**src/rtl/spi_slave.sv**
```systemverilog
// spi_slave: SPI peripheral that oversamples sclk/mosi/select in the clk domain.
// It shifts Width-bit frames MSB-first in all four cpol/cpha modes. Transmit data
// comes from a single-entry buffer, and a ready strobe marks each received byte.
module spi_slave #(
  parameter int               Width = 8,
  parameter logic [Width-1:0] Idle  = 8'hFF
) (
  input  logic             clk,
  input  logic             reset,
  input  logic             cpol,
  input  logic             cpha,
  input  logic             sclk,
  input  logic             mosi,
  input  logic             select,
  output logic             miso,
  input  logic [Width-1:0] din,
  input  logic             load,
  output logic             txfull,
  output logic [Width-1:0] dout,
  output logic             ready,
  output logic             busy
);

  localparam int CountWidth = (Width > 1) ? $clog2(Width) : 1;
  localparam logic [CountWidth-1:0] LastBit = CountWidth'(Width - 1);

  typedef enum logic {
    IDLE,
    ACTIVE
  } state_t;

  state_t state;
  state_t next_state;

  logic sclk_meta;
  logic sclk_sync;
  logic sclk_last;
  logic mosi_meta;
  logic mosi_sync;
  logic select_meta;
  logic select_sync;
  logic select_last;

  logic mode_cpol;
  logic mode_cpha;

  logic [Width-1:0]      tx_shift;
  logic [Width-1:0]      txbuf;
  logic [Width-2:0]      rx_shift;
  logic [Width-1:0]      rx_next;
  logic [CountWidth-1:0] bitcnt;
  logic                  boundary;

  logic sclk_edge;
  logic leading_edge;
  logic trailing_edge;
  logic sample_edge;
  logic shift_edge;
  logic select_fall;

  logic start_frame;
  logic end_frame;
  logic do_sample;
  logic do_shift;
  logic do_reload;
  logic consume;

  // The select flops reset low, so a select that is already low after reset never
  // looks like a falling edge. The pin must be seen high before a frame is joined.
  always_ff @(posedge clk) begin
    if (!reset) begin
      sclk_meta   <= 1'b0;
      sclk_sync   <= 1'b0;
      sclk_last   <= 1'b0;
      mosi_meta   <= 1'b0;
      mosi_sync   <= 1'b0;
      select_meta <= 1'b0;
      select_sync <= 1'b0;
      select_last <= 1'b0;
    end else begin
      sclk_meta   <= sclk;
      sclk_sync   <= sclk_meta;
      sclk_last   <= sclk_sync;
      mosi_meta   <= mosi;
      mosi_sync   <= mosi_meta;
      select_meta <= select;
      select_sync <= select_meta;
      select_last <= select_sync;
    end
  end

  assign sclk_edge     = sclk_sync ^ sclk_last;
  assign leading_edge  = sclk_edge && (sclk_last == mode_cpol);
  assign trailing_edge = sclk_edge && (sclk_sync == mode_cpol);
  assign sample_edge   = mode_cpha ? trailing_edge : leading_edge;
  assign shift_edge    = mode_cpha ? leading_edge : trailing_edge;
  assign select_fall   = select_last & ~select_sync;

  // State register for the frame tracker.
  always_ff @(posedge clk) begin
    if (!reset) begin
      state <= IDLE;
    end else begin
      state <= next_state;
    end
  end

  // Decide the next state, and which datapath action this cycle's edges trigger.
  always_comb begin
    next_state  = state;
    start_frame = 1'b0;
    end_frame   = 1'b0;
    do_sample   = 1'b0;
    do_shift    = 1'b0;
    do_reload   = 1'b0;
    case (state)
      IDLE: begin
        if (select_fall) begin
          next_state  = ACTIVE;
          start_frame = 1'b1;
        end
      end
      ACTIVE: begin
        if (select_sync) begin
          next_state = IDLE;
          end_frame  = 1'b1;
        end else if (sample_edge) begin
          do_sample = 1'b1;
        end else if (shift_edge) begin
          if (mode_cpha && (bitcnt == '0)) begin
            do_reload = boundary;
          end else if (!mode_cpha && boundary) begin
            do_reload = 1'b1;
          end else begin
            do_shift = 1'b1;
          end
        end
      end
      default: next_state = IDLE;
    endcase
  end

  assign consume = start_frame | do_reload;
  assign rx_next = {rx_shift, mosi_sync};
  assign miso    = (state == ACTIVE) ? tx_shift[Width-1] : 1'b0;
  assign busy    = (state == ACTIVE);

  // The mode is frozen for the whole frame at the moment select is joined.
  always_ff @(posedge clk) begin
    if (!reset) begin
      mode_cpol <= 1'b0;
      mode_cpha <= 1'b0;
    end else if (start_frame) begin
      mode_cpol <= cpol;
      mode_cpha <= cpha;
    end
  end

  // The transmit shift register takes the buffered byte (or Idle) at each byte start.
  always_ff @(posedge clk) begin
    if (!reset) begin
      tx_shift <= '0;
    end else if (consume) begin
      tx_shift <= txfull ? txbuf : Idle;
    end else if (do_shift) begin
      tx_shift <= {tx_shift[Width-2:0], 1'b0};
    end
  end

  // Single-entry transmit buffer. A load in the same cycle as a consume keeps it full.
  always_ff @(posedge clk) begin
    if (!reset) begin
      txbuf  <= '0;
      txfull <= 1'b0;
    end else if (load) begin
      txbuf  <= din;
      txfull <= 1'b1;
    end else if (consume) begin
      txfull <= 1'b0;
    end
  end

  // Receive path: count sampled bits, publish a completed byte, and flag the boundary.
  always_ff @(posedge clk) begin
    if (!reset) begin
      rx_shift <= '0;
      bitcnt   <= '0;
      boundary <= 1'b0;
      dout     <= '0;
      ready    <= 1'b0;
    end else begin
      ready <= 1'b0;
      if (start_frame || end_frame) begin
        rx_shift <= '0;
        bitcnt   <= '0;
        boundary <= 1'b0;
      end else if (do_sample) begin
        rx_shift <= rx_next[Width-2:0];
        if (bitcnt == LastBit) begin
          dout     <= rx_next;
          ready    <= 1'b1;
          bitcnt   <= '0;
          boundary <= 1'b1;
        end else begin
          bitcnt <= bitcnt + 1'b1;
        end
      end else if (do_reload) begin
        boundary <= 1'b0;
      end
    end
  end

endmodule
```
**config.mk**
```make
export PLATFORM = sky130hd
export DESIGN_NAME = spi_slave
export DESIGN_NICKNAME = d
export VERILOG_FILES = /design/src/rtl/spi_slave.sv
export SDC_FILE = /design/constraint.sdc
export NUM_CORES = 1
export LEC_CHECK = 0
export ABC_AREA = 1
export BUFFER_PORTS_ARGS = -buffer_cell sky130_fd_sc_hd__buf_2
export CAP_MARGIN = 15
export CORE_MARGIN = 2
export CORE_UTILIZATION = 28
export DETAILED_ROUTE_END_ITERATION = 12
export PLACE_DENSITY = 0.55
export REMOVE_ABC_BUFFERS = 1
export SLEW_MARGIN = 40
export SYNTH_ARGS = -nofsm -noshare
export SYNTH_HDL_FRONTEND = slang
export SYNTH_SLANG_ARGS = --single-unit
```
**constraint.sdc**
```tcl
create_clock -name clk -period 1.5 [get_ports clk]
set_input_delay 0.075 -clock clk [delete_from_list [all_inputs] [get_ports clk]]
set_output_delay 0.075 -clock clk [all_outputs]
set_load 0.01 [all_outputs]
```
== Word-level counts from Yosys, hierarchy flattened ==
Index checks and enable logic that the tools add are counted.

* Register bits after elaboration: 48
* Bits in latches: 0
* RAM bits: 0
* Bits in read-only memories: 0
* Bits of input ports: 16
* Output and inout port bits: 12
* Logic and storage cells: 80
* Memories: 0

* Add/subtract/negate cells: 1
* $mul: 0
* Divide/modulo/power cells: 0
* Order comparisons: 0
* Equal/unequal tests: 4
* Shift-type cells: 0
* Muxes and demuxes: 34
* Bitwise gates (word level): 8
* Reduce and logical (&&, ||, !) cells: 14

{| class="wikitable"
|+ Operators by type and width
! cell !! count
|-
| $mux W1 || 29
|-
| $mux W8 || 3
|-
| $reduce_bool A2 Y1 || 3
|-
| $not A1 Y1 || 5
|-
| $logic_and A1 B1 Y1 || 4
|-
| $add A3 B1 Y3 const B || 1
|-
| $eq A3 B3 Y1 const B || 1
|-
| $logic_not A3 Y1 || 1
|-
| $mux W3 || 1
|-
| $reduce_and A3 Y1 || 1
|-
| $reduce_or A3 Y1 || 1
|-
| $eq A1 B1 Y1 || 2
|-
| $ne A2 B1 Y1 const B || 1
|-
| $pmux W1 S2 || 1
|-
| $reduce_and A2 Y1 || 1
|-
| $reduce_or A2 Y1 || 1
|-
| $and A1 B1 Y1 || 1
|-
| $logic_not A1 Y1 || 1
|-
| $logic_or A1 B1 Y1 || 1
|-
| $or A1 B1 Y1 || 1
|-
| $xor A1 B1 Y1 || 1
|}

== Depth between registers and ports, before layout ==
* Word-level depth: 11
* Gate-level depth with buffers: 14
* Gate-level depth less buffers: 14

== Worst setup path before layout ==
OpenSTA, ideal clock, no wires.

* Path kind: register to register
* Start point: register bitcnt[0]
* End point: register tx_shift[3]
* Library setup time: 0.109 ns
* Arrival time: 1.452 ns
* Required time: 1.391 ns
* Setup slack: -0.061 ns
* Cell stages (with the launch flop): 13
* Path buffers: 0
* Clock period less this slack: 1.561 ns
* Cell sequence: dfxtp_1 inv_1 ha_1 nand2_1 nand2_1 nand2_1 o21ai_0 nor2_4 nand2_1 nand3_1 nand3_1 nand2_1 inv_1

* Cells in the longest elaborated chain, start to end: 9
* Elaborated cells on any way between the ends: 15
* Those cells by class: 11 x mux; 1 x bitwise; 3 x reduce/logical

{| class="wikitable"
|+ Ends and longest elaborated chain
! item !! line !! text
|-
| start: declaration || 51 || <nowiki>logic [CountWidth-1:0] bitcnt;</nowiki>
|-
| start signal: assignment || 205 || <nowiki>bitcnt <= bitcnt + 1'b1;</nowiki>
|-
| $logic_not A3 Y1 * || 130 || <nowiki>if (mode_cpha && (bitcnt == '0)) begin</nowiki>
|-
| $logic_and A1 B1 Y1 * || 130 ||
|-
| $mux W1 || 130 ||
|-
| $mux W1 || 129 || <nowiki>end else if (shift_edge) begin</nowiki>
|-
| $mux W1 || 127 || <nowiki>end else if (sample_edge) begin</nowiki>
|-
| $mux W1 || 124 || <nowiki>if (select_sync) begin</nowiki>
|-
| $mux W1 || 116 || <nowiki>case (state)</nowiki>
|-
| $or A1 B1 Y1 || 143 || <nowiki>assign consume = start_frame | do_reload;</nowiki>
|-
| $mux W8 / $reduce_bool A2 Y1 (equally long branches) || -- ||
|-
| end signal: assignment || 164 || <nowiki>tx_shift <= txfull ? txbuf : Idle;</nowiki>
|-
| end signal: assignment || 166 || <nowiki>tx_shift <= {tx_shift[Width-2:0], 1'b0};</nowiki>
|-
| end: declaration || 47 || <nowiki>logic [Width-1:0] tx_shift;</nowiki>
|}

Mark *: on every way between the ends. The rest lies on a longest branch, timed or not.
A chain may end at the register's enable or synchronous reset.

== Worst setup path after layout ==
* Start point: register bitcnt[0]
* End point: register boundary

* Cells in the longest elaborated chain, start to end: 9
* Elaborated cells on any way between the ends: 11
* Those cells by class: 2 x eq/ne; 5 x mux; 4 x reduce/logical

{| class="wikitable"
|+ Ends and longest elaborated chain
! item !! line !! text
|-
| $logic_not A3 Y1 || 130 ||
|-
| $logic_and A1 B1 Y1 || 130 ||
|-
| $mux W1 || 130 ||
|-
| $mux W1 || 129 ||
|-
| $mux W1 || 127 ||
|-
| $mux W1 || 124 ||
|-
| $mux W1 || 116 ||
|-
| $reduce_bool A2 Y1 (no line) || -- ||
|-
| $reduce_and A2 Y1 (no line) * || -- ||
|-
| end signal: assignment || 188 || <nowiki>boundary <= 1'b0;</nowiki>
|-
| end signal: assignment || 196 || <nowiki>boundary <= 1'b0;</nowiki>
|-
| end signal: assignment || 203 || <nowiki>boundary <= 1'b1;</nowiki>
|-
| end: declaration || 52 || <nowiki>logic boundary;</nowiki>
|}

Marked as above.

==> reports/metrics.yaml <==
clock_tree:
  cts_root_buffer: "clkbuf_8"
  cts.sinks: 48
  cts.clk_slew.worst_paths_ns: 0.09
  clkLatencyLatePin_ns: 0.30
  clock_path_buffers: 2
  cts_inserted_buffers: 5
  cts_tree: "yes"
  cts.htree.levels: 2
cells_and_area:
  antennaDiodeCount: 0
  fin_util_pct: 38.7
  multi_input_area_sq_um: 951
  fill_cells: 749
  nets: 333
  seqCellArea_sq_um: 966
  syn_to_final_growth_pct: 32.8
  stdcell_area_sq_um: 2640
  drive_above_1_share_pct: 28.6
sta:
  setup-violations-final: 0
  clock_skew_ns: 0.00770
  hold_viol_final: 0
  fin_crit_sh_pct: 95.9
  max_freq_mhz: 695
  grt_setup_unrepaired: "yes"
  setup_ws_ns: 0.0611
  slew_viol_final: 0
  worst_pin_slew_ns: 0.292
  slew_headroom_pct: 80.4
  finalCriticalPeriod_ns: 1.44
floorplan:
  start_util_pct: 29.1
  row_count: 30
  die_area_sq_um: 7800
  core_sq_um: 6830
  die_w_um: 88.3
  pin_count: 28
  die_h_um: 88.3
pwr:
  clockPowerShare_pct: 37.3
  vdd_drop_max_mv: 0.485
  powerDensity_nw_per_um2: 927
  p_sw_w: 0.000553
  p_comb_share_pct: 8.5
  static-leakage-power_nw: 1.18
  power_frac_seq_pct: 54.2
  p_total_w: 0.00245
  internal_power_w: 0.00190
  p_sw_share_pct: 22.6
synth:
  synthCells: 262
  ys_seq_elements: 48
  synth_edf_count: 0
  synth.distinct_cells: 22
  seq_area_frac_synth_pct: 48.3
  synth_common_cells: "dfxtp_1 (48), nand2_1 (46), inv_1 (39)"
  ys.flop_type: "dfxtp_1"
  synth_largest_area_cell: "dfxtp_1"
  yosysMostFrequentCell: "dfxtp_1"
  synth-async-reset-ratio_pct: 0
  syn_area_per_cell_sq_um: 7.59
  synth_top_cell_area_share_pct: 48.3
  syn_area_sq_um: 1990
  synth_area_leaders: "dfxtp_1 (48%), nand2_1 (8.7%), inv_1 (7.4%)"
  yosysWarnings: 0
drt:
  wl_met1_mm: 2.02
  avgRoutedWirePerCell_um: 9.88
  wl_met3_um: 139
  first_pass_iters: 4
  vias: 1745
  drtIter0Drc: 61
  highest_layer: "met4"
  wl_met2_mm: 1.86
  drtAntennaViolNets: 0
  wirelength_mm: 4.06
  drcViolationCount: 0
  via_per_inst: 4.25
global_routing:
  antenna_found_initial: 0
  grt_pass1_vias: 1586
  grt_max_degree: 19
  grt_overflow: 0
  grtUsageTotal_pct: 11.2
  grt_pass1_wl_mm: 6.87
critical_path:
  cp.arrival_ns: 1.64
  path_cells: "buf_4, ha_1, ha_1, nand3_4, nor2_1, a31o_2"
  end_kind: "flop"
  critical_path_depth: 6
  cpMostUsedCell: "ha_1"
  cp.required_ns: 1.70
  critPathMaxStageDelay_ns: 0.33
  reg2reg_depth: 6
  start_kind: "flop"
  critPathTopFamily: "adder cells"
  slowest_stage: "dfxtp_2"
  crit_buf_inv: 1
  path_class: "reg -> reg"
  worstPathMaxFanout: 13
run_status:
  status: "completed"
place:
  io_buffers: 27
  placed_cell_area_sq_um: 2310
  gp_congestion: 0.788
  post-dp-hpwl_mm: 2.84
  pre_cts_slack_ns: -0.133
min_path:
  min_path_cells: 3
  hold_class: "in -> reg"
job:
  cap_violations: 0
-- per-layer routing --
metal | vias up | track usage (%)
met5 | - | 0
met4 | 0 | 4.13
met3 | 5 | 2.80
met2 | 30 | 18.7
met1 | 766 | 13.9
li1 | 944 | -
-- logic make-up after synthesis --
group,count (synthesis),share of synthesized area [%]
buffers and inverters,48,9.31
DFF,48,48.3
AOI/OAI and AO/OA,53,13.6
and+or+nand+nor,110,26.9
adders and majority gates,3,1.89
-- metrics by stage --
stage | cells | hold slack (ns) | setup TNS (ns)
final | 411 | 0.0608 | 0
after global routing | 411 | 0.0672 | -0.324
after CTS | 409 | 0.0496 | 0
after detailed placement | 391 | 0.260 | -0.499
after global placement | 391 | 0.256 | -0.0510
after floorplan | 256 | 0.168 | -2.26
-- state kept, by name (all words and copies together) (netlist names) --
name,flops
dout,8
tx_shift,8
txbuf,8
rx_shift,7
bitcnt,3
boundary,1
busy,1
mode_cpha,1
mode_cpol,1
mosi_meta,1
mosi_sync,1
ready,1
sclk_last,1
sclk_meta,1
sclk_sync,1
select_last,1
select_meta,1
select_sync,1
txfull,1
-- power by group through the flow --
stage               clock [W]  combinational (W)  sequential (W)
CTS                  0.000947           0.000204         0.00133
detailed placement          0           0.000176         0.00136
global placement            0           0.000175         0.00135
finish               0.000914           0.000209         0.00133
floorplan                   0           0.000104         0.00135
global route          0.00100           0.000237         0.00133
-- placed cells by master, fill, tap and decap left out --
master / instances
o21ai_0: 17
clkinv_2: 1
buf_2: 27
a31o_2: 1
nand2_4: 5
dfxtp_1: 44
a21oi_2: 2
or2_2: 6
ha_4: 1
clkinv_1: 2
inv_1: 35
o21ai_2: 1
a211oi_1: 1
o21ai_1: 4
ha_1: 2
buf_6: 2
nand3_1: 26
buf_4: 11
nand2_1: 38
clkbuf_8: 5
dlygate4sd3_1: 10
nor2_4: 4
bufinv_16: 1
nor2_8: 1
nand3_4: 2
dfxtp_2: 4
nor2_1: 18
nand3_2: 4
a21oi_1: 27
nand2_2: 7
inv_2: 5
clkbuf_1: 1
-- worst reg2reg max path: stages (launching register included) --
cell	delay, ns
dfxtp_2	0.33
buf_4	0.13
ha_1	0.19
ha_1	0.23
nand3_4	0.17
nor2_1	0.08
a31o_2	0.21
-- final cells by class --
cell class                 instances  area share, %
multi-input combinational        167           36.0
inverter                          42           5.97
sequential                        48           36.6
tap                               96           4.55
clock inverter                     2           1.33
timing repair buffer              50           12.9
clock buffer                       6           2.75
-- final timing paths --
check | from | endpoint | slack [ns]
min | din[7] | txbuf[7] | 0.06
max | bitcnt[0] | boundary | 0.06
max reg2reg | bitcnt[0] | boundary | 0.06
min reg2reg | sclk_meta | sclk_sync | 0.41
-- repair_timing --
action                     4_1_cts  5_1_grt
hold endpoints to repair        10        0
cloned                           1        0
pin swaps                        3        7
setup endpoints to repair        8       23
buffers inserted                 0        2
hold buffers                    10        0
gates resized for setup         14       23
Note: power is estimated with default switching activity, not from simulation.
